--- config.mk ---
export PLATFORM = sky130hd
export DESIGN_NAME = imem_uart_loader
export DESIGN_NICKNAME = d
export VERILOG_FILES = /design/src/rtl/imem_loader_pkg.sv /design/src/rtl/uart_rx_byte.sv /design/src/rtl/imem_uart_loader.sv
export SDC_FILE = /design/constraint.sdc
export NUM_CORES = 1
export LEC_CHECK = 0
export ABC_AREA = 1
export BUFFER_PORTS_ARGS = -buffer_cell sky130_fd_sc_hd__buf_2
export CORE_MARGIN = 3
export CORE_UTILIZATION = 55
export DETAILED_ROUTE_END_ITERATION = 12
export PLACE_DENSITY = 0.88
export RECOVER_POWER = 50
export SLEW_MARGIN = 20
export SYNTH_ARGS = -nofsm -noshare
export SYNTH_HDL_FRONTEND = slang
export SYNTH_SLANG_ARGS = --single-unit
--- constraint.sdc ---
create_clock -name CLK -period 2.5 [get_ports CLK]
set_input_delay 0.125 -clock CLK [delete_from_list [all_inputs] [get_ports CLK]]
set_output_delay 0.125 -clock CLK [all_outputs]
set_load 0.03 [all_outputs]
--- src/rtl/imem_loader_pkg.sv ---
// Shared types and constants for the UART instruction-memory boot loader.
package imem_loader_pkg;

    localparam logic [7:0] SYNC_BYTE = 8'hA5;

    typedef enum logic [2:0] {
        S_SYNC,
        S_LEN0,
        S_LEN1,
        S_DATA,
        S_CSUM,
        S_DONE,
        S_ERR
    } ld_state_e;

    typedef enum logic [1:0] {
        RX_IDLE,
        RX_START,
        RX_DATA,
        RX_STOP
    } rx_state_e;

endpackage

--- src/rtl/uart_rx_byte.sv ---
// 8N1 UART receiver: 2-flop synchronizer, mid-bit sampling, one-cycle byte/frame-error strobes.
module uart_rx_byte
    import imem_loader_pkg::*;
#(
    parameter int CLK_DIV = 868
) (
    input  logic       clk,
    input  logic       rst,
    input  logic       rx,
    output logic       byte_valid,
    output logic [7:0] byte_data,
    output logic       frame_err
);

    localparam int TW = $clog2(CLK_DIV);
    // Start detection already costs one cycle, so the half-bit check lands one count early.
    localparam logic [TW-1:0] T_HALF = TW'(CLK_DIV / 2 - 1);
    localparam logic [TW-1:0] T_FULL = TW'(CLK_DIV - 1);

    rx_state_e      st, st_nxt;
    logic           rx_s1, rx_s2;
    logic [TW-1:0]  tmr;
    logic [2:0]     bit_idx;
    logic [7:0]     shreg;
    logic           half_hit, full_hit;

    assign half_hit  = (tmr == T_HALF);
    assign full_hit  = (tmr == T_FULL);
    assign byte_data = shreg;

    always_ff @(posedge clk) begin
        if (rst) st <= RX_IDLE;
        else     st <= st_nxt;
    end

    always_comb begin
        st_nxt = st;
        case (st)
            RX_IDLE:  if (!rx_s2) st_nxt = RX_START;
            RX_START: if (half_hit) st_nxt = rx_s2 ? RX_IDLE : RX_DATA;
            RX_DATA:  if (full_hit && bit_idx == 3'd7) st_nxt = RX_STOP;
            RX_STOP:  if (full_hit) st_nxt = RX_IDLE;
            default:  st_nxt = RX_IDLE;
        endcase
    end

    always_ff @(posedge clk) begin
        if (rst) begin
            rx_s1      <= 1'b1;
            rx_s2      <= 1'b1;
            tmr        <= '0;
            bit_idx    <= '0;
            shreg      <= '0;
            byte_valid <= 1'b0;
            frame_err  <= 1'b0;
        end else begin
            rx_s1      <= rx;
            rx_s2      <= rx_s1;
            byte_valid <= 1'b0;
            frame_err  <= 1'b0;
            case (st)
                RX_IDLE: begin
                    tmr     <= '0;
                    bit_idx <= '0;
                end
                RX_START: tmr <= half_hit ? '0 : tmr + 1'b1;
                RX_DATA: begin
                    tmr <= full_hit ? '0 : tmr + 1'b1;
                    if (full_hit) begin
                        shreg   <= {rx_s2, shreg[7:1]};
                        bit_idx <= bit_idx + 1'b1;
                    end
                end
                RX_STOP: begin
                    tmr <= full_hit ? '0 : tmr + 1'b1;
                    if (full_hit) begin
                        byte_valid <= rx_s2;
                        frame_err  <= !rx_s2;
                    end
                end
                default: tmr <= '0;
            endcase
        end
    end

endmodule

--- src/rtl/imem_uart_loader.sv ---
// Boot loader: framed UART image -> little-endian words -> instruction memory; holds core in reset until a good load.
module imem_uart_loader
    import imem_loader_pkg::*;
#(
    parameter int CLK_DIV = 868,
    parameter int ADDR_W  = 8
) (
    input  logic        CLK,
    input  logic        RST,
    input  logic        uart_rx,
    output logic        im_we,
    output logic [31:0] im_addr,
    output logic [31:0] im_wd,
    output logic        core_rst,
    output logic        load_done,
    output logic        load_err
);

    localparam logic [16:0] MAX_WORDS = 17'(1) << ADDR_W;

    ld_state_e         state, state_nxt;
    logic              byte_valid, frame_err;
    logic [7:0]        byte_data;
    logic [15:0]       count;
    logic [ADDR_W:0]   word_index;
    logic [1:0]        byte_cnt;
    logic [23:0]       word_asm;
    logic [7:0]        csum;
    logic              is_sync, word_done, start;
    logic [16:0]       len_full;

    uart_rx_byte #(.CLK_DIV(CLK_DIV)) u_rx (
        .clk        (CLK),
        .rst        (RST),
        .rx         (uart_rx),
        .byte_valid (byte_valid),
        .byte_data  (byte_data),
        .frame_err  (frame_err)
    );

    assign is_sync   = byte_valid && (byte_data == SYNC_BYTE);
    assign len_full  = {1'b0, byte_data, count[7:0]};
    assign word_done = (17'(word_index) == {1'b0, count});
    assign start     = (state != S_LEN0) && (state_nxt == S_LEN0);

    always_ff @(posedge CLK) begin
        if (RST) state <= S_SYNC;
        else     state <= state_nxt;
    end

    always_comb begin
        state_nxt = state;
        case (state)
            S_SYNC: if (is_sync) state_nxt = S_LEN0;
            S_LEN0: if (byte_valid) state_nxt = S_LEN1;
            S_LEN1: if (byte_valid) begin
                if (len_full > MAX_WORDS)  state_nxt = S_ERR;
                else if (len_full == '0)   state_nxt = S_CSUM;
                else                       state_nxt = S_DATA;
            end
            // Leave only once the final write strobe has been issued, so im_we stays inside S_DATA.
            S_DATA: if (word_done) state_nxt = S_CSUM;
            S_CSUM: if (byte_valid) state_nxt = (byte_data == csum) ? S_DONE : S_ERR;
            S_DONE, S_ERR: if (is_sync) state_nxt = S_LEN0;
            default: state_nxt = S_SYNC;
        endcase
        if (frame_err && (state inside {S_LEN0, S_LEN1, S_DATA, S_CSUM}))
            state_nxt = S_ERR;
    end

    always_ff @(posedge CLK) begin
        if (RST) begin
            im_we      <= 1'b0;
            im_addr    <= '0;
            im_wd      <= '0;
            core_rst   <= 1'b1;
            load_done  <= 1'b0;
            load_err   <= 1'b0;
            count      <= '0;
            word_index <= '0;
            byte_cnt   <= '0;
            word_asm   <= '0;
            csum       <= '0;
        end else begin
            im_we     <= 1'b0;
            core_rst  <= (state_nxt != S_DONE);
            load_done <= (state_nxt == S_DONE);
            load_err  <= (state_nxt == S_ERR);
            if (start) begin
                csum       <= '0;
                word_index <= '0;
                byte_cnt   <= '0;
            end
            if (byte_valid) begin
                case (state)
                    S_LEN0: count[7:0]  <= byte_data;
                    S_LEN1: count[15:8] <= byte_data;
                    S_DATA: begin
                        csum     <= csum ^ byte_data;
                        byte_cnt <= byte_cnt + 1'b1;
                        if (byte_cnt == 2'd3) begin
                            im_we      <= 1'b1;
                            im_addr    <= 32'(word_index[ADDR_W-1:0]) << 2;
                            im_wd      <= {byte_data, word_asm};
                            word_index <= word_index + 1'b1;
                        end else begin
                            word_asm[byte_cnt*8 +: 8] <= byte_data;
                        end
                    end
                    default: ;
                endcase
            end
        end
    end

endmodule
* Yosys cells after proc, flatten, opt, wreduce, memory -nomap -nowiden
Cells that the tools add are included.
** Cells by class
- Add/sub/neg operators :: 5
- Magnitude comparators :: 1
- Equal/unequal tests :: 26
- Shift operators :: 2
- Muxes and demuxes :: 33
- Bitwise gates (word level) :: 6
- Reductions and logical operators :: 21
** Operator list (count)
- $mux W9 :: 4
- $neg A5 Y34 :: 1
- $shift A8 B34 Y24 const A :: 1
- $shiftx A8 B34 Y24 :: 1
- $pmux W10 S3 :: 1
- $mux W3 :: 9
- $bwmux W24 :: 1
- $mux W8 :: 3
- $mux W10 :: 2
- $eq A3 B3 Y1 const B :: 6
- $mux W2 :: 9
- $logic_not A17 Y1 :: 1
- $eq A9 B16 Y1 :: 1
- $gt A16 B9 Y1 const B :: 1
- $pmux W3 S5 :: 1
- $add A10 B1 Y10 const B :: 1
- $eq A10 B10 Y1 const B :: 1
- $eq A10 B9 Y1 const B :: 1
- $add A9 B1 Y9 const B :: 1
- $reduce_or A3 Y1 :: 3
- $eq A8 B8 Y1 :: 1
- $eq A8 B8 Y1 const B :: 1
- $ne A2 B1 Y1 const B :: 4
- $pmux W2 S4 :: 1
- other kinds (23) :: 38
** Word-level totals
- Bits in registers :: 133
- Bits of input ports :: 3
- Output and inout bits :: 68
- Word-level logic and storage cells :: 115

* Longest topological paths before layout
Gate-level depths: netlist (run 1).
- Depth in word-level cells :: 12
- Gate-level depth with buffers :: 16
- Gate-level depth less buffers :: 16

* Hierarchy
Synthesis (run 1) repeated with hierarchy kept, for this count alone.
** Unflattened totals
- Cells, all modules :: 783
- Area total of the unflattened synthesis :: 6342.3 um2
** Modules (own cells, without submodules)
- imem_uart_loader :: times used 1, cells an instance 636, area each 5102.4 um2, sequential area each 2122.0 um2
- uart_rx_byte :: times used 1, cells an instance 147, area each 1239.9 um2, sequential area each 540.5 um2

* Worst setup path before layout (run 1)
No wires, ideal clock.
- Kind :: register to register
- Start :: reg byte_cnt[0]
- End :: reg word_asm[4]
- Setup time :: 0.070 ns
- Arrival :: 1.809 ns
- Slack :: 0.621 ns
- Stages on the path, launching flop included :: 9
- Buffers on the path :: 1
- Period minus slack after synthesis :: 1.879 ns
- Path through :: dfxtp_1 inv_1 ha_1 clkbuf_1 nor3_1 inv_1 nor2_1 o21ai_0 a21oi_1
** Between the ends
- Cells in the longest elaborated chain, start to end :: 3
- Elaborated cells on any way between the ends :: 7
- Classes of those cells :: add/sub: 1; eq/ne: 1; shift: 2; mux: 1; bitwise: 1; reduce/logical: 1
** Ends and longest elaborated chain
- start: declaration :: line imem_uart_loader.sv:26 : logic [1:0] byte_cnt;
- start signal: assignment :: line imem_uart_loader.sv:100 : byte_cnt <= byte_cnt + 1'b1;
- $neg A5 Y34 or $eq A2 B2 Y1 (tied branches) :: line imem_uart_loader.sv:107, imem_uart_loader.sv:101
- $shiftx A8 B34 Y24, or another cell as far along :: line imem_uart_loader.sv:107 : word_asm[byte_cnt*8 +: 8] <= byte_data;
- $bwmux W24 or $reduce_and A3 Y1 (tied branches)
- end signal: indexed assignment :: line imem_uart_loader.sv:107
- end: declaration :: line imem_uart_loader.sv:27 : logic [23:0] word_asm;
Parallel ways exist; a longest one is shown, timed or not.
A chain may end at the register's enable or synchronous reset.

* Final worst setup path (run 1)
- Start :: reg u_rx.shreg[0], in the netlist u_rx.byte_data[0]
- End :: reg csum[0]
** Between the ends
- Cells in the longest elaborated chain, start to end :: 11
- Elaborated cells on any way between the ends :: 19
- Classes of those cells :: order compare: 1; eq/ne: 3; mux: 11; bitwise: 1; reduce/logical: 3
** Ends and longest elaborated chain
- start: declaration :: line uart_rx_byte.sv:24 : logic [7:0] shreg;
- start signal: assignment :: line uart_rx_byte.sv:70 : shreg <= {rx_s2, shreg[7:1]};
- parallel branches: the longest is 10 deep, another holds $gt A16 B9 Y1
- $mux W8 (*) :: line imem_uart_loader.sv:94 : if (byte_valid) begin
- end signal: assignment :: line imem_uart_loader.sv:99 : csum <= csum ^ byte_data;
- end: declaration :: line imem_uart_loader.sv:28 : logic [7:0] csum;
Every way passes the cells marked *.

==> report_table.html, run 1 <==
<table>
<tr><th>Metric</th><th>Value</th></tr>
<tr><th colspan="2">Timing</th></tr>
<tr><td>Final total negative setup slack</td><td>0 ns</td></tr>
<tr><td>Final setup fails</td><td>0</td></tr>
<tr><td>Slew Limit Fails</td><td>0</td></tr>
<tr><td>Worst clock skew</td><td>0.007649 ns</td></tr>
<tr><td>Slew at the pin closest to its max-slew limit</td><td>0.6894 ns</td></tr>
<tr><td>Final worst path period need</td><td>2.249 ns</td></tr>
<tr><td>RSZ-0062 raised after global routing</td><td>false</td></tr>
<tr><td>Fmax</td><td>444.6 MHz</td></tr>
<tr><td>Worst hold slack after final layout</td><td>0.1323 ns</td></tr>
<tr><td>Final hold viol count</td><td>0</td></tr>
<tr><td>Worst relative slew slack</td><td>0.5399</td></tr>
<tr><td>Period Utilization, post-route</td><td>0.8996</td></tr>
<tr><th colspan="2">Yosys</th></tr>
<tr><td>Total number of yosys warnings</td><td>0</td></tr>
<tr><td>Share of synthesized area occupied by flip-flops and latches</td><td>0.4569</td></tr>
<tr><td>Synth top area share</td><td>0.4569</td></tr>
<tr><td>Number of library cell types mapped by synthesis</td><td>36</td></tr>
<tr><td>Yosys reg bits</td><td>133</td></tr>
<tr><td>Syn avg cell area</td><td>7.895 sq um</td></tr>
<tr><td>Cell types with the largest area share after synthesis</td><td>sky130_fd_sc_hd__dfxtp_1 46%, sky130_fd_sc_hd__a21oi_1 7.6%, sky130_fd_sc_hd__o21ai_0 6.4%</td></tr>
<tr><td>Leading area contributor after synthesis</td><td>sky130_fd_sc_hd__dfxtp_1</td></tr>
<tr><td>Netlist area before placement</td><td>5827 sq um</td></tr>
<tr><td>Syn Inst Count</td><td>738</td></tr>
<tr><th colspan="2">Finish</th></tr>
<tr><td>Post-layout nets</td><td>787</td></tr>
<tr><td>Share of final-layout standard cells stronger than drive strength 1</td><td>0.09276</td></tr>
<tr><td>End-of-flow core utilization</td><td>0.6541</td></tr>
<tr><td>Commonest cells after routing, fill and taps aside</td><td>133 x sky130_fd_sc_hd__dfxtp_1, 92 x sky130_fd_sc_hd__nand2_1, 89 x sky130_fd_sc_hd__a21oi_1</td></tr>
<tr><td>Synth-to-layout area growth</td><td>12.75%</td></tr>
<tr><td>Storage cell area</td><td>2663 sq um</td></tr>
<tr><td>Number of antenna repair diodes</td><td>0</td></tr>
<tr><td>Combined area of the multi-input logic cells</td><td>2626 sq um</td></tr>
<tr><td>Filler Cells Inserted</td><td>833</td></tr>
<tr><td>Commonest non-fill, non-tap cell in the layout</td><td>sky130_fd_sc_hd__dfxtp_1</td></tr>
<tr><th colspan="2">CTS</th></tr>
<tr><td>Number of gates given a new drive strength after cts</td><td>0</td></tr>
<tr><td>TritonCTS clock tree</td><td>yes</td></tr>
<tr><td># H-tree levels</td><td>4</td></tr>
<tr><td>Clk sink count</td><td>133</td></tr>
<tr><td>Clock insertion delay at the later pin of the skew report</td><td>0.54 ns</td></tr>
<tr><td>Worst-path clk slew</td><td>0.06 ns</td></tr>
<tr><td>Clk root buf</td><td>sky130_fd_sc_hd__clkbuf_8</td></tr>
<tr><td>CTS buffer count</td><td>17</td></tr>
<tr><td>Worst-case clock buffer depth</td><td>2</td></tr>
<tr><th colspan="2">Floorplanning</th></tr>
<tr><td>X dimension of the die</td><td>108.9 um</td></tr>
<tr><td>Die area</td><td>11870 sq um</td></tr>
<tr><td>Placeable core area</td><td>10040 sq um</td></tr>
<tr><td>Initial core utilization</td><td>0.5801</td></tr>
<tr><td>Count of standard-cell rows</td><td>36</td></tr>
<tr><td>Die boundary height</td><td>108.9 um</td></tr>
<tr><td>Boundary pin count</td><td>71</td></tr>
<tr><th colspan="2">Global route</th></tr>
<tr><td>All-Layer GR Usage</td><td>0.2517</td></tr>
<tr><td>Via count of the first global-routing pass</td><td>4786</td></tr>
<tr><td>Wire length of the first global-routing pass</td><td>23.07 mm</td></tr>
<tr><td>GR Overflow Total</td><td>0</td></tr>
<tr><td>Initial antenna violation count</td><td>0</td></tr>
<tr><td>Maximum number of pins on one net before global-route repair</td><td>53</td></tr>
<tr><th colspan="2">Status</th></tr>
<tr><td>Run status</td><td>complete, no violations</td></tr>
<tr><th colspan="2">Hold path</th></tr>
<tr><td>Min-Delay Path Depth</td><td>4</td></tr>
<tr><td>Min-delay src</td><td>RST</td></tr>
<tr><td>Hold WC Path Type</td><td>primary input to flop</td></tr>
<tr><td>Hold worst-path end</td><td>byte_cnt[0]$_SDFF_PP0_</td></tr>
<tr><th colspan="2">Power</th></tr>
<tr><td>Peak supply drop</td><td>0.7100 mV</td></tr>
<tr><td>Logic gate share of total power</td><td>0.035</td></tr>
<tr><td>Post-layout total power</td><td>4.801 mW</td></tr>
<tr><td>Proportion of total power due to net switching</td><td>0.2271</td></tr>
<tr><td>Power density over the cells</td><td>730.8 nW/um^2</td></tr>
<tr><td>Internal power</td><td>3.711 mW</td></tr>
<tr><td>Proportion of power drawn by flip-flops and latches</td><td>0.445</td></tr>
<tr><td>Clock network power share</td><td>0.520</td></tr>
<tr><td>Leakage Power</td><td>2.625 nW</td></tr>
<tr><td>Reported net switching power</td><td>1.090 mW</td></tr>
<tr><th colspan="2">Setup path</th></tr>
<tr><td>CP startpoint kind</td><td>flop</td></tr>
<tr><td>Cells along the critical path</td><td>inv_2 -&gt; nor2_4 -&gt; nand2_1 -&gt; nor2_1 -&gt; nand2_1 -&gt; nand2_1 -&gt; nand2_1 -&gt; a21oi_1 -&gt; nand3_2 -&gt; nor2_4 -&gt; nand4_4 -&gt; nand3_1 -&gt; a21oi_1</td></tr>
<tr><td>Data arrival time of the worst path</td><td>2.64 ns</td></tr>
<tr><td>Crit Path Max Fanout</td><td>19</td></tr>
<tr><td>RR Endpoint</td><td>csum[0]$_SDFF_PP0_</td></tr>
<tr><td>Setup slack of the most critical reg-to-reg path</td><td>0.25 ns</td></tr>
<tr><td>Cell occurring most often along the worst timing path</td><td>sky130_fd_sc_hd__nand2_1</td></tr>
<tr><td>Element type at the critical path end</td><td>flop</td></tr>
<tr><td>Max incr delay on CP</td><td>0.51 ns</td></tr>
<tr><td>Required time of the critical path</td><td>2.89 ns</td></tr>
<tr><td>Slowest cell on the critical path</td><td>sky130_fd_sc_hd__dfxtp_1</td></tr>
<tr><td>Source of the worst register-to-register timing path</td><td>u_rx.byte_data[0]$_SDFFE_PP0P_</td></tr>
<tr><td>CP Class</td><td>flop to flop</td></tr>
<tr><td>Cell count of the worst reg-to-reg path</td><td>13</td></tr>
<tr><th colspan="2">Detailed routing</th></tr>
<tr><td>Average wire length per cell after detail routing</td><td>15.36 um</td></tr>
<tr><td>Per-cell via count in the routed design</td><td>5.471</td></tr>
<tr><td>DR iter-0 viols</td><td>476</td></tr>
<tr><td>Count of antenna-violating nets left after detailed routing</td><td>0</td></tr>
<tr><td>Remaining DRCs</td><td>0</td></tr>
<tr><td>Routed wire length</td><td>14.13 mm</td></tr>
<tr><td>Vias</td><td>5033</td></tr>
<tr><td>Total iterations of the first detailed-routing run</td><td>5</td></tr>
<tr><th colspan="2">Placed design</th></tr>
<tr><td>Final GP Congestion</td><td>0.9652</td></tr>
<tr><td>Port Buffers</td><td>46</td></tr>
<tr><td>HPWL after DPL</td><td>9.272 mm</td></tr>
<tr><th colspan="2">Flow run</th></tr>
<tr><td>Max-cap check violation count</td><td>0</td></tr>
</table>
==> synth_stat cells <==
master                       n
sky130_fd_sc_hd__dfxtp_1   133
sky130_fd_sc_hd__nand2_1    92
sky130_fd_sc_hd__a21oi_1    88
sky130_fd_sc_hd__o21ai_0    74
sky130_fd_sc_hd__nor2_1     69
sky130_fd_sc_hd__inv_1      64
sky130_fd_sc_hd__buf_4      25
sky130_fd_sc_hd__clkbuf_1   23
sky130_fd_sc_hd__nand3_1    21
sky130_fd_sc_hd__a31oi_1    18
sky130_fd_sc_hd__a211oi_1   17
sky130_fd_sc_hd__xnor2_1    14
sky130_fd_sc_hd__buf_2      13
sky130_fd_sc_hd__nand3_2    11
sky130_fd_sc_hd__nor3_1     11
sky130_fd_sc_hd__ha_1       10
sky130_fd_sc_hd__or2_2      10
sky130_fd_sc_hd__xor2_1      9
sky130_fd_sc_hd__nand3b_1    7
sky130_fd_sc_hd__buf_1       4
sky130_fd_sc_hd__nand4_1     3
sky130_fd_sc_hd__nor2_4      3
sky130_fd_sc_hd__nor4_1      3
sky130_fd_sc_hd__inv_2       2
sky130_fd_sc_hd__nor2_2      2
sky130_fd_sc_hd__nor3b_1     2
sky130_fd_sc_hd__a21oi_2     1
sky130_fd_sc_hd__and2_1      1
sky130_fd_sc_hd__buf_6       1
sky130_fd_sc_hd__clkinv_1    1
sky130_fd_sc_hd__conb_1      1
sky130_fd_sc_hd__nand4_4     1
sky130_fd_sc_hd__nor3_2      1
sky130_fd_sc_hd__nor3_4      1
sky130_fd_sc_hd__o22ai_1     1
sky130_fd_sc_hd__o41ai_1     1
==> state kept, by name (all words and copies together), names as in the netlist, 2 cells and up, named ones only <==
name,count
im_addr,8
csum,8
count,16
state,3
u_rx.tmr,10
im_wd,32
word_index,9
u_rx.byte_data,8
u_rx.bit_idx,3
word_asm,24
byte_cnt,2
==> cells by family after synthesis <==
kind of cell | after synthesis | share of synthesized area
buf+inv | 133 | 0.1059
flops | 133 | 0.4569
simple gates | 238 | 0.1960
other cells | 1 | 0.0006436
fa+ha+maj | 10 | 0.02147
xor+xnor | 23 | 0.03457
compound gates | 200 | 0.1845
==> stage by stage <==
stage / area, sq um / std cells / setup WS (ns)
after floorplan: 5913 / 761 / 0.6215
after CTS: 6650 / 920 / 0.3025
after detailed placement: 6050 / 887 / 0.3663
after global placement: 6050 / 887 / 0.3974
after global routing: 6570 / 920 / 0.03394
final: 6570 / 920 / 0.2510
==> routing by layer <==
| layer | GRT usage | share of wire | vias up |
|---|---|---|---|
| li1 | - | - | 2485 |
| met4 | 0.1109 | 0.024 | 0 |
| met5 | 0 | 0 | - |
| met2 | 0.4105 | 0.48 | 209 |
| met3 | 0.06690 | 0.072 | 28 |
| met1 | 0.3124 | 0.42 | 2311 |
==> critical path, delay by kind of cell, from the launching register on <==
kind                   cells  cell delay [ns]
and+or+nand+nor           10             1.19
DFF                        1             0.51
AOI/OAI and AO/OA          2             0.26
buffers and inverters      1             0.14
==> worst max-delay path by stage <==
stage                     slack (ns)                      startpoint  cells past startpoint                  endpoint
after floorplan                 0.62          byte_cnt[0]$_SDFF_PP0_                      8  word_asm[4]$_SDFFE_PP0P_
after global placement          0.40  u_rx.byte_data[0]$_SDFFE_PP0P_                     13    byte_cnt[1]$_SDFF_PP0_
after detailed placement        0.37  u_rx.byte_data[0]$_SDFFE_PP0P_                     15    byte_cnt[1]$_SDFF_PP0_
after CTS                       0.30  u_rx.byte_data[0]$_SDFFE_PP0P_                     13  word_index[7]$_SDFF_PP0_
after global routing            0.03  u_rx.byte_data[0]$_SDFFE_PP0P_                     13    byte_cnt[1]$_SDFF_PP0_
final                           0.25  u_rx.byte_data[0]$_SDFFE_PP0P_                     13        csum[0]$_SDFF_PP0_
==> final cells by class <==
class	count	share of cell area
flip-flops and latches	133	0.4053
repair buffers	60	0.04152
multi-input cells	495	0.3997
well taps	133	0.02533
clock inverters	11	0.02304
clock buffers	21	0.06684
inverters	67	0.03828
==> timing repair <==
item | in CTS | in global routing
hold buffers | 1 | 0
setup endpoints to repair | 0 | 0
endpoints found under the hold margin | 1 | 0
buffers inserted | 0 | 0
==> power groups by stage <==
stage | Clock, mW | Sequential [mW] | Combinational, mW
final | 2.50 | 2.14 | 0.170
after floorplan | 0 | 2.18 | 0.173
after CTS | 2.51 | 2.14 | 0.167
after global placement | 0 | 2.18 | 0.162
after detailed placement | 0 | 2.18 | 0.165
after global routing | 2.62 | 2.14 | 0.185
(Power assumes the default switching activity.)
==> run 2, diff against run 1 <==
--- a/config.mk
+++ b/config.mk
@@ -12,7 +12,8 @@
 export DETAILED_ROUTE_END_ITERATION = 12
 export PLACE_DENSITY = 0.88
 export RECOVER_POWER = 50
-export SLEW_MARGIN = 20
 export SYNTH_ARGS = -nofsm -noshare
 export SYNTH_HDL_FRONTEND = slang
+export SYNTH_HIERARCHICAL = 1
 export SYNTH_SLANG_ARGS = --single-unit
+export TNS_END_PERCENT = 20
==> report_table.html, run 2 <==
<table>
<tr><th>Metric</th><th>Value</th></tr>
<tr><th colspan="2">Placed design</th></tr>
<tr><td>Area after detailed placement</td><td>6492 sq um (was 6050 sq um)</td></tr>
<tr><td>HPWL after DPL</td><td>8.922 mm (was 9.272 mm)</td></tr>
<tr><td>Inst Count DP</td><td>939 (was 887)</td></tr>
<tr><td>Final GP Congestion</td><td>0.8943 (was 0.9652)</td></tr>
<tr><td>Port Buffers</td><td>46 (unchanged)</td></tr>
<tr><td>Pre-CTS setup slack</td><td>0.3533 ns (was 0.3663 ns)</td></tr>
<tr><th colspan="2">Yosys</th></tr>
<tr><td>Yosys reg bits</td><td>133 (unchanged)</td></tr>
<tr><td>Share of synthesized area occupied by flip-flops and latches</td><td>0.4198 (was 0.4569)</td></tr>
<tr><td>Synth top area share</td><td>0.4198 (was 0.4569)</td></tr>
<tr><td>Number of enable-type register cells in the synthesized netlist</td><td>0 (unchanged)</td></tr>
<tr><td>Fraction of registers with async set or reset after synthesis</td><td>0 (unchanged)</td></tr>
<tr><td>Total number of yosys warnings</td><td>6 (was 0)</td></tr>
<tr><td>Most frequently used cell type in the post-synthesis netlist</td><td>sky130_fd_sc_hd__dfxtp_1 (unchanged)</td></tr>
<tr><td>Ranking of synthesized cells by instance count</td><td>133 x sky130_fd_sc_hd__dfxtp_1, 101 x sky130_fd_sc_hd__nand2_1, 81 x sky130_fd_sc_hd__inv_1 (was 133 x sky130_fd_sc_hd__dfxtp_1, 92 x sky130_fd_sc_hd__nand2_1, 88 x sky130_fd_sc_hd__a21oi_1)</td></tr>
<tr><td>Leading area contributor after synthesis</td><td>sky130_fd_sc_hd__dfxtp_1 (unchanged)</td></tr>
<tr><td>Syn avg cell area</td><td>8.100 sq um (was 7.895 sq um)</td></tr>
<tr><td>Syn Inst Count</td><td>783 (was 738)</td></tr>
<tr><td>Cell types with the largest area share after synthesis</td><td>sky130_fd_sc_hd__dfxtp_1 42%, sky130_fd_sc_hd__a21oi_1 6.2%, sky130_fd_sc_hd__nand2_1 6.0% (was sky130_fd_sc_hd__dfxtp_1 46%, sky130_fd_sc_hd__a21oi_1 7.6%, sky130_fd_sc_hd__o21ai_0 6.4%)</td></tr>
<tr><td>Netlist area before placement</td><td>6342 sq um (was 5827 sq um)</td></tr>
<tr><td>Synth Flop Type</td><td>sky130_fd_sc_hd__dfxtp_1 (unchanged)</td></tr>
<tr><td>Number of library cell types mapped by synthesis</td><td>37 (was 36)</td></tr>
<tr><th colspan="2">Detailed routing</th></tr>
<tr><td>Remaining DRCs</td><td>0 (unchanged)</td></tr>
<tr><td>Vias</td><td>5221 (was 5033)</td></tr>
<tr><td>Count of antenna-violating nets left after detailed routing</td><td>0 (unchanged)</td></tr>
<tr><td>DR iter-0 viols</td><td>433 (was 476)</td></tr>
<tr><td>Per-cell via count in the routed design</td><td>5.371 (was 5.471)</td></tr>
<tr><td>Average wire length per cell after detail routing</td><td>14.12 um (was 15.36 um)</td></tr>
<tr><td>Total iterations of the first detailed-routing run</td><td>5 (unchanged)</td></tr>
<tr><td>Routed wire length</td><td>13.73 mm (was 14.13 mm)</td></tr>
<tr><th colspan="2">Timing</th></tr>
<tr><td>Final total negative setup slack</td><td>0 ns (unchanged)</td></tr>
<tr><td>Worst-case setup margin in the final layout</td><td>0.2837 ns (was 0.2510 ns)</td></tr>
<tr><td>Slew at the pin closest to its max-slew limit</td><td>0.6331 ns (was 0.6894 ns)</td></tr>
<tr><td>Worst clock skew</td><td>0.01274 ns (was 0.007649 ns)</td></tr>
<tr><td>RSZ-0062 raised after global routing</td><td>false (unchanged)</td></tr>
<tr><td>Final hold viol count</td><td>0 (unchanged)</td></tr>
<tr><td>Worst hold slack after final layout</td><td>0.1146 ns (was 0.1323 ns)</td></tr>
<tr><td>Slew Limit Fails</td><td>0 (unchanged)</td></tr>
<tr><td>Period Utilization, post-route</td><td>0.8865 (was 0.8996)</td></tr>
<tr><td>Fmax</td><td>451.2 MHz (was 444.6 MHz)</td></tr>
<tr><td>Final worst path period need</td><td>2.216 ns (was 2.249 ns)</td></tr>
<tr><td>Final setup fails</td><td>0 (unchanged)</td></tr>
<tr><td>Worst relative slew slack</td><td>0.5774 (was 0.5399)</td></tr>
<tr><th colspan="2">Floorplanning</th></tr>
<tr><td>Die boundary height</td><td>113.4 um (was 108.9 um)</td></tr>
<tr><td>X dimension of the die</td><td>113.4 um (was 108.9 um)</td></tr>
<tr><td>Die area</td><td>12860 sq um (was 11870 sq um)</td></tr>
<tr><td>Count of standard-cell rows</td><td>38 (was 36)</td></tr>
<tr><td>Placeable core area</td><td>11030 sq um (was 10040 sq um)</td></tr>
<tr><td>Initial core utilization</td><td>0.5750 (was 0.5801)</td></tr>
<tr><td>Boundary pin count</td><td>71 (unchanged)</td></tr>
<tr><th colspan="2">Setup path</th></tr>
<tr><td>Cell count of the worst reg-to-reg path</td><td>10 (was 13)</td></tr>
<tr><td>First element of the critical path</td><td>u_rx/byte_data[6]$_SDFFE_PP0P_ (was u_rx.byte_data[0]$_SDFFE_PP0P_)</td></tr>
<tr><td>Setup slack of the most critical reg-to-reg path</td><td>0.28 ns (was 0.25 ns)</td></tr>
<tr><td>CP Class</td><td>flop to flop (unchanged)</td></tr>
<tr><td>Data arrival time of the worst path</td><td>2.51 ns (was 2.64 ns)</td></tr>
<tr><td>CP startpoint kind</td><td>flop (unchanged)</td></tr>
<tr><td>Source of the worst register-to-register timing path</td><td>u_rx/byte_data[6]$_SDFFE_PP0P_ (was u_rx.byte_data[0]$_SDFFE_PP0P_)</td></tr>
<tr><td>Destination of the critical timing path</td><td>csum[0]$_SDFF_PP0_ (unchanged)</td></tr>
<tr><td>Crit Path Max Fanout</td><td>18 (was 19)</td></tr>
<tr><td>RR Endpoint</td><td>csum[0]$_SDFF_PP0_ (unchanged)</td></tr>
<tr><td>Required time of the critical path</td><td>2.80 ns (was 2.89 ns)</td></tr>
<tr><td>Element type at the critical path end</td><td>flop (unchanged)</td></tr>
<tr><th colspan="2">Global route</th></tr>
<tr><td>Initial antenna violation count</td><td>0 (unchanged)</td></tr>
<tr><td>Via count of the first global-routing pass</td><td>4846 (was 4786)</td></tr>
<tr><td>Maximum number of pins on one net before global-route repair</td><td>49 (was 53)</td></tr>
<tr><td>GR Overflow Total</td><td>0 (unchanged)</td></tr>
<tr><td>All-Layer GR Usage</td><td>0.2154 (was 0.2517)</td></tr>
<tr><td>Wire length of the first global-routing pass</td><td>22.45 mm (was 23.07 mm)</td></tr>
<tr><th colspan="2">Finish</th></tr>
<tr><td>Number of flip-flops under the largest register name</td><td>32 (unchanged)</td></tr>
<tr><td>Register name with the most flops</td><td>im_wd (unchanged)</td></tr>
<tr><td>Share of final-layout standard cells stronger than drive strength 1</td><td>0.1695 (was 0.09276)</td></tr>
<tr><td>Post-route insts no fill</td><td>972 (was 920)</td></tr>
<tr><td>Number of antenna repair diodes</td><td>0 (unchanged)</td></tr>
<tr><td>Post-Layout Inst Area</td><td>7000 sq um (was 6570 sq um)</td></tr>
<tr><td>Synth-to-layout area growth</td><td>10.38% (was 12.75%)</td></tr>
<tr><td>Post-layout nets</td><td>832 (was 787)</td></tr>
<tr><td>Commonest cells after routing, fill and taps aside</td><td>133 x sky130_fd_sc_hd__dfxtp_1, 103 x sky130_fd_sc_hd__nand2_1, 81 x sky130_fd_sc_hd__inv_1 (was 133 x sky130_fd_sc_hd__dfxtp_1, 92 x sky130_fd_sc_hd__nand2_1, 89 x sky130_fd_sc_hd__a21oi_1)</td></tr>
<tr><td>Largest regs</td><td>im_wd: 32 flops, word_asm: 24 flops, count: 16 flops (unchanged)</td></tr>
<tr><td>Filler Cells Inserted</td><td>898 (was 833)</td></tr>
<tr><td>Commonest non-fill, non-tap cell in the layout</td><td>sky130_fd_sc_hd__dfxtp_1 (unchanged)</td></tr>
<tr><td>End-of-flow core utilization</td><td>0.6346 (was 0.6541)</td></tr>
<tr><th colspan="2">Power</th></tr>
<tr><td>Power density over the cells</td><td>710.7 nW/um^2 (was 730.8 nW/um^2)</td></tr>
<tr><td>Post-layout total power</td><td>4.975 mW (was 4.801 mW)</td></tr>
<tr><td>Peak supply drop</td><td>0.5280 mV (was 0.7100 mV)</td></tr>
<tr><td>Leakage Power</td><td>2.840 nW (was 2.625 nW)</td></tr>
<tr><th colspan="2">Flow run</th></tr>
<tr><td>Max-cap check violation count</td><td>0 (unchanged)</td></tr>
<tr><th colspan="2">Status</th></tr>
<tr><td>Run status</td><td>complete, no violations (unchanged)</td></tr>
<tr><th colspan="2">CTS</th></tr>
<tr><td>Clk root buf</td><td>sky130_fd_sc_hd__clkbuf_16 (was sky130_fd_sc_hd__clkbuf_8)</td></tr>
<tr><td>Number of buffers inserted by post-CTS setup repair</td><td>0 (unchanged)</td></tr>
<tr><td>Clk sink count</td><td>133 (unchanged)</td></tr>
<tr><td># H-tree levels</td><td>4 (unchanged)</td></tr>
<tr><td>Worst-case clock buffer depth</td><td>2 (unchanged)</td></tr>
<tr><td>TritonCTS clock tree</td><td>yes (unchanged)</td></tr>
<tr><td>Worst-path clk slew</td><td>0.06 ns (about the same)</td></tr>
<tr><td>CTS buffer count</td><td>17 (unchanged)</td></tr>
<tr><td>Number of gates given a new drive strength after cts</td><td>0 (unchanged)</td></tr>
<tr><td>Clock insertion delay at the later pin of the skew report</td><td>0.42 ns (was 0.54 ns)</td></tr>
<tr><td>Post-CTS Hold Fix Bufs</td><td>1 (unchanged)</td></tr>
<tr><th colspan="2">Hold path</th></tr>
<tr><td>Hold WC Path Type</td><td>primary input to flop (unchanged)</td></tr>
</table>
## run 2: cells by family (layout without fill, tap and decap cells)
| group | Yosys count | after routing | synth area share |
|---|---|---|---|
| adders and majority gates | 10 | 10 | 0.01973 |
| DFF | 133 | 133 | 0.4198 |
| other | 1 | 24 | 0.0005913 |
| xor gates and xnor gates | 18 | 18 | 0.02486 |
| buffers and inverters | 156 | 182 | 0.1255 |
| and+or+nand+nor | 263 | 263 | 0.2150 |
| AOI/OAI and AO/OA | 202 | 202 | 0.1945 |
## run 2: worst max-delay path, stage by stage (launching register included)
cell                      delay, ns
sky130_fd_sc_hd__dfxtp_1       0.72
sky130_fd_sc_hd__xnor2_1       0.21
sky130_fd_sc_hd__nand2_1       0.07
sky130_fd_sc_hd__nor2_1        0.15
sky130_fd_sc_hd__nand2_1       0.06
sky130_fd_sc_hd__nand2_1       0.08
sky130_fd_sc_hd__nand3_2       0.12
sky130_fd_sc_hd__nor2_4        0.13
sky130_fd_sc_hd__nand3_4       0.28
sky130_fd_sc_hd__nand3_1       0.18
sky130_fd_sc_hd__a21oi_1       0.08
## run 2: power breakdown
part           switching [mW]  internal (mW)  leakage (nW)
clock network            1.02           1.60         0.305
logic                   0.166         0.0472          1.46
registers             0.00989           2.13          1.07
total                    1.20           3.78          2.84
## run 2: cell type report
type                            count  area, sq um  area share
Clock buffer                       17        425.4     0.06077
Tap cell                          140        175.2     0.02502
Multi-Input combinational cell    517         2912      0.4159
Clock inverter                     15        193.9     0.02770
Inverter                           95        356.6     0.05094
Sequential cell                   133         2663      0.3803
Timing Repair Buffer               55        275.3     0.03932
## run 2: routing by layer
metal / up-vias / global-route usage / wire length [um] / share of wire
li1: 2593 / - / - / -
met1: 2390 / 0.2700 / 5967 / 0.43
met2: 205 / 0.3574 / 6607 / 0.48
met3: 33 / 0.05358 / 870 / 0.063
met4: 0 / 0.08494 / 283 / 0.021
met5: - / 0 / 0 / 0
## run 2: how the worst min path moves through the flow
stage	start	slack [ns]	to	cells past startpoint
floorplan	RST	0.19	u_rx/bit_idx[1]$_SDFFE_PP0P_	1
global placement	uart_rx	0.31	u_rx/rx_s1$_SDFF_PP1_	2
detailed placement	uart_rx	0.31	u_rx/rx_s1$_SDFF_PP1_	2
CTS	RST	0.11	state[0]$_SDFF_PP0_	2
global route	RST	0.14	word_index[5]$_SDFF_PP0_	2
finish	RST	0.11	state[0]$_SDFF_PP0_	2
==> run 3, diff against run 2 <==
--- a/config.mk
+++ b/config.mk
@@ -10,7 +10,8 @@
 export CORE_MARGIN = 3
 export CORE_UTILIZATION = 55
 export DETAILED_ROUTE_END_ITERATION = 12
-export PLACE_DENSITY = 0.88
+export GPL_ROUTABILITY_DRIVEN = 0
+export PLACE_DENSITY_LB_ADDON = 0.12
 export RECOVER_POWER = 50
 export SYNTH_ARGS = -nofsm -noshare
 export SYNTH_HDL_FRONTEND = slang
==> report_table.html, run 3 (synthesis gave the netlist of run 2 again) <==
<table>
<tr><th>Metric</th><th>Value</th></tr>
<tr><th colspan="2">Detailed routing</th></tr>
<tr><td>Per-cell via count in the routed design</td><td>5.244 (was 5.371)</td></tr>
<tr><td>Routed wire length</td><td>13.36 mm (was 13.73 mm)</td></tr>
<tr><td>DR iter-0 viols</td><td>275 (was 433)</td></tr>
<tr><td>Vias</td><td>5108 (was 5221)</td></tr>
<tr><td>Count of antenna-violating nets left after detailed routing</td><td>0 (unchanged)</td></tr>
<tr><td>Remaining DRCs</td><td>0 (unchanged)</td></tr>
<tr><td>Total iterations of the first detailed-routing run</td><td>5 (unchanged)</td></tr>
<tr><td>Average wire length per cell after detail routing</td><td>13.71 um (was 14.12 um)</td></tr>
<tr><th colspan="2">Power</th></tr>
<tr><td>Reported net switching power</td><td>1.070 mW (was 1.198 mW)</td></tr>
<tr><td>Peak supply drop</td><td>0.5313 mV (was 0.5280 mV)</td></tr>
<tr><td>Proportion of power drawn by flip-flops and latches</td><td>0.440 (was 0.430)</td></tr>
<tr><td>Proportion of total power due to net switching</td><td>0.2199 (was 0.2409)</td></tr>
<tr><td>Leakage Power</td><td>2.822 nW (was 2.840 nW)</td></tr>
<tr><td>Internal power</td><td>3.795 mW (was 3.777 mW)</td></tr>
<tr><td>Logic gate share of total power</td><td>0.043 (about the same)</td></tr>
<tr><td>Post-layout total power</td><td>4.865 mW (was 4.975 mW)</td></tr>
<tr><td>Clock network power share</td><td>0.517 (was 0.527)</td></tr>
<tr><td>Power density over the cells</td><td>695.7 nW/um^2 (was 710.7 nW/um^2)</td></tr>
<tr><th colspan="2">Setup path</th></tr>
<tr><td>Element type at the critical path end</td><td>flop (unchanged)</td></tr>
<tr><td>Setup slack of the most critical reg-to-reg path</td><td>0.31 ns (was 0.28 ns)</td></tr>
<tr><td>Required time of the critical path</td><td>2.74 ns (was 2.80 ns)</td></tr>
<tr><td>CP Class</td><td>flop to flop (unchanged)</td></tr>
<tr><td>Data arrival time of the worst path</td><td>2.43 ns (was 2.51 ns)</td></tr>
<tr><td>Crit Path Max Fanout</td><td>18 (unchanged)</td></tr>
<tr><td>CP startpoint kind</td><td>flop (unchanged)</td></tr>
<tr><th colspan="2">Finish</th></tr>
<tr><td>Number of antenna repair diodes</td><td>0 (unchanged)</td></tr>
<tr><td>Register name with the most flops</td><td>im_wd (unchanged)</td></tr>
<tr><td>Commonest non-fill, non-tap cell in the layout</td><td>sky130_fd_sc_hd__dfxtp_1 (unchanged)</td></tr>
<tr><td>Largest regs</td><td>im_wd: 32 flops, word_asm: 24 flops, count: 16 flops (unchanged)</td></tr>
<tr><td>Number of flip-flops under the largest register name</td><td>32 (unchanged)</td></tr>
<tr><td>Storage cell area</td><td>2663 sq um (unchanged)</td></tr>
<tr><td>Commonest cells after routing, fill and taps aside</td><td>133 x sky130_fd_sc_hd__dfxtp_1, 104 x sky130_fd_sc_hd__nand2_1, 81 x sky130_fd_sc_hd__inv_1 (was 133 x sky130_fd_sc_hd__dfxtp_1, 103 x sky130_fd_sc_hd__nand2_1, 81 x sky130_fd_sc_hd__inv_1)</td></tr>
<tr><td>Share of final-layout standard cells stronger than drive strength 1</td><td>0.1715 (was 0.1695)</td></tr>
<tr><td>Filler Cells Inserted</td><td>991 (was 898)</td></tr>
<tr><td>Synth-to-layout area growth</td><td>10.26% (was 10.38%)</td></tr>
<tr><td>Post-route insts no fill</td><td>974 (was 972)</td></tr>
<tr><td>Post-layout nets</td><td>834 (was 832)</td></tr>
<tr><td>Combined area of the multi-input logic cells</td><td>2919 sq um (was 2912 sq um)</td></tr>
<tr><th colspan="2">CTS</th></tr>
<tr><td>Worst-case clock buffer depth</td><td>2 (unchanged)</td></tr>
<tr><td>Clk sink count</td><td>133 (unchanged)</td></tr>
<tr><td>Worst-path clk slew</td><td>0.06 ns (about the same)</td></tr>
<tr><td>Clock insertion delay at the later pin of the skew report</td><td>0.41 ns (was 0.42 ns)</td></tr>
<tr><td>Clk root buf</td><td>sky130_fd_sc_hd__clkbuf_16 (unchanged)</td></tr>
<tr><td>TritonCTS clock tree</td><td>yes (unchanged)</td></tr>
<tr><td>CTS buffer count</td><td>17 (unchanged)</td></tr>
<tr><td># H-tree levels</td><td>4 (unchanged)</td></tr>
<tr><th colspan="2">Timing</th></tr>
<tr><td>Worst clock skew</td><td>0.004790 ns (was 0.01274 ns)</td></tr>
<tr><td>Worst relative slew slack</td><td>0.1877 (was 0.5774)</td></tr>
<tr><td>RSZ-0062 raised after global routing</td><td>false (unchanged)</td></tr>
<tr><td>Final worst path period need</td><td>2.185 ns (was 2.216 ns)</td></tr>
<tr><td>Slew Limit Fails</td><td>0 (unchanged)</td></tr>
<tr><td>Final setup fails</td><td>0 (unchanged)</td></tr>
<tr><td>Final total negative setup slack</td><td>0 ns (unchanged)</td></tr>
<tr><td>Period Utilization, post-route</td><td>0.8741 (was 0.8865)</td></tr>
<tr><td>Final hold viol count</td><td>0 (unchanged)</td></tr>
<tr><td>Slew at the pin closest to its max-slew limit</td><td>1.218 ns (was 0.6331 ns)</td></tr>
<tr><td>Fmax</td><td>457.6 MHz (was 451.2 MHz)</td></tr>
<tr><td>Worst hold slack after final layout</td><td>0.4131 ns (was 0.1146 ns)</td></tr>
<tr><th colspan="2">Global route</th></tr>
<tr><td>Via count of the first global-routing pass</td><td>4840 (was 4846)</td></tr>
<tr><td>GR Overflow Total</td><td>0 (unchanged)</td></tr>
<tr><td>Maximum number of pins on one net before global-route repair</td><td>66 (was 49)</td></tr>
<tr><td>Initial antenna violation count</td><td>0 (unchanged)</td></tr>
<tr><td>All-Layer GR Usage</td><td>0.2167 (was 0.2154)</td></tr>
<tr><td>Wire length of the first global-routing pass</td><td>22.74 mm (was 22.45 mm)</td></tr>
<tr><th colspan="2">Floorplanning</th></tr>
<tr><td>Count of standard-cell rows</td><td>38 (unchanged)</td></tr>
<tr><td>Boundary pin count</td><td>71 (unchanged)</td></tr>
<tr><td>X dimension of the die</td><td>113.4 um (unchanged)</td></tr>
<tr><td>Placeable core area</td><td>11030 sq um (unchanged)</td></tr>
<tr><td>Initial core utilization</td><td>0.5750 (unchanged)</td></tr>
<tr><td>Die area</td><td>12860 sq um (unchanged)</td></tr>
<tr><td>Die boundary height</td><td>113.4 um (unchanged)</td></tr>
<tr><th colspan="2">Placed design</th></tr>
<tr><td>HPWL after DPL</td><td>9.117 mm (was 8.922 mm)</td></tr>
<tr><td>Port Buffers</td><td>46 (unchanged)</td></tr>
<tr><td>Inst Count DP</td><td>939 (unchanged)</td></tr>
<tr><th colspan="2">Hold path</th></tr>
<tr><td>Hold WC Path Type</td><td>flop to flop (was primary input to flop)</td></tr>
<tr><th colspan="2">Flow run</th></tr>
<tr><td>Max-cap check violation count</td><td>0 (unchanged)</td></tr>
<tr><th colspan="2">Status</th></tr>
<tr><td>Run status</td><td>complete, no violations (unchanged)</td></tr>
</table>
run 3: cell types whose count changed in the layout (fill, tap and decap cells not counted), sizes merged:
cell	before	now
buf	8	7
clkbuf	63	67
dlygate4sd3	1	3
inv	103	97
clkinv	3	5
clkinvlp	1	2
run 3: layer usage:
metal  up-vias  global-route usage  part of all wire
met5         -                   0                 0
met4         0             0.08333             0.014
met3        18             0.04775             0.045
met2       130              0.3507              0.47
met1      2368              0.2841              0.47
li1       2592                   -                 -
run 3: critical path: stages, from the launching register on:
cell and delay, ns:
sky130_fd_sc_hd__dfxtp_1 0.62, sky130_fd_sc_hd__nand2_1 0.13, sky130_fd_sc_hd__nor2_2 0.16, sky130_fd_sc_hd__nand3_1 0.11
sky130_fd_sc_hd__nand3_1 0.08, sky130_fd_sc_hd__nand2_1 0.06, sky130_fd_sc_hd__nor2_2 0.11, sky130_fd_sc_hd__nand3_2 0.10
sky130_fd_sc_hd__nor2_4 0.13, sky130_fd_sc_hd__nand3_4 0.27, sky130_fd_sc_hd__nand3_1 0.17, sky130_fd_sc_hd__a21oi_1 0.07
run 3: metrics by stage:
| stage | utilization | area, sq um | setup slack [ns] |
|---|---|---|---|
| 6_report | 0.6340 | 6993 | 0.3148 |
| 3_3_place_gp | 0.5863 | 6467 | 0.4359 |
| 3_5_place_dp | 0.5863 | 6467 | 0.3649 |
| 5_1_grt | 0.6340 | 6993 | 0.07522 |
| 4_1_cts | 0.6442 | 7106 | 0.3571 |
| 2_1_floorplan | - | 6429 | 0.7967 |
run 3: layout make-up:
| cell class | count | share of cell area |
|---|---|---|
| multi-input combinational | 517 | 0.4174 |
| sequential | 133 | 0.3807 |
| clock buffer | 20 | 0.06531 |
| inverter | 95 | 0.05099 |
| timing repair buffer | 57 | 0.03883 |
| tap | 140 | 0.02505 |
| clock inverter | 12 | 0.02165 |
run 3: power groups by stage:
stage | registers [mW] | clock network, mW | logic, mW
5_1_grt | 2.14 | 2.68 | 0.230
3_3_place_gp | 2.18 | 0 | 0.205
6_report | 2.14 | 2.52 | 0.209
2_1_floorplan | 2.18 | 0 | 0.217
4_1_cts | 2.14 | 2.57 | 0.214
3_5_place_dp | 2.18 | 0 | 0.210
run 3: worst paths after layout:
check	start	to	cells past startpoint
max	u_rx/byte_data[5]$_SDFFE_PP0P_	csum[0]$_SDFF_PP0_	11
max reg2reg	u_rx/byte_data[5]$_SDFFE_PP0P_	csum[0]$_SDFF_PP0_	11
min reg2reg	u_rx/rx_s1$_SDFF_PP1_	u_rx/rx_s2$_SDFF_PP1_	1
min	u_rx/rx_s1$_SDFF_PP1_	u_rx/rx_s2$_SDFF_PP1_	1
run 3: timing repair:
action / in CTS / in global routing
hold buffers: 3 / 0
buffers inserted: 0 / 0
hold endpoints to repair: 4 / 0
resized for setup: 0 / 0
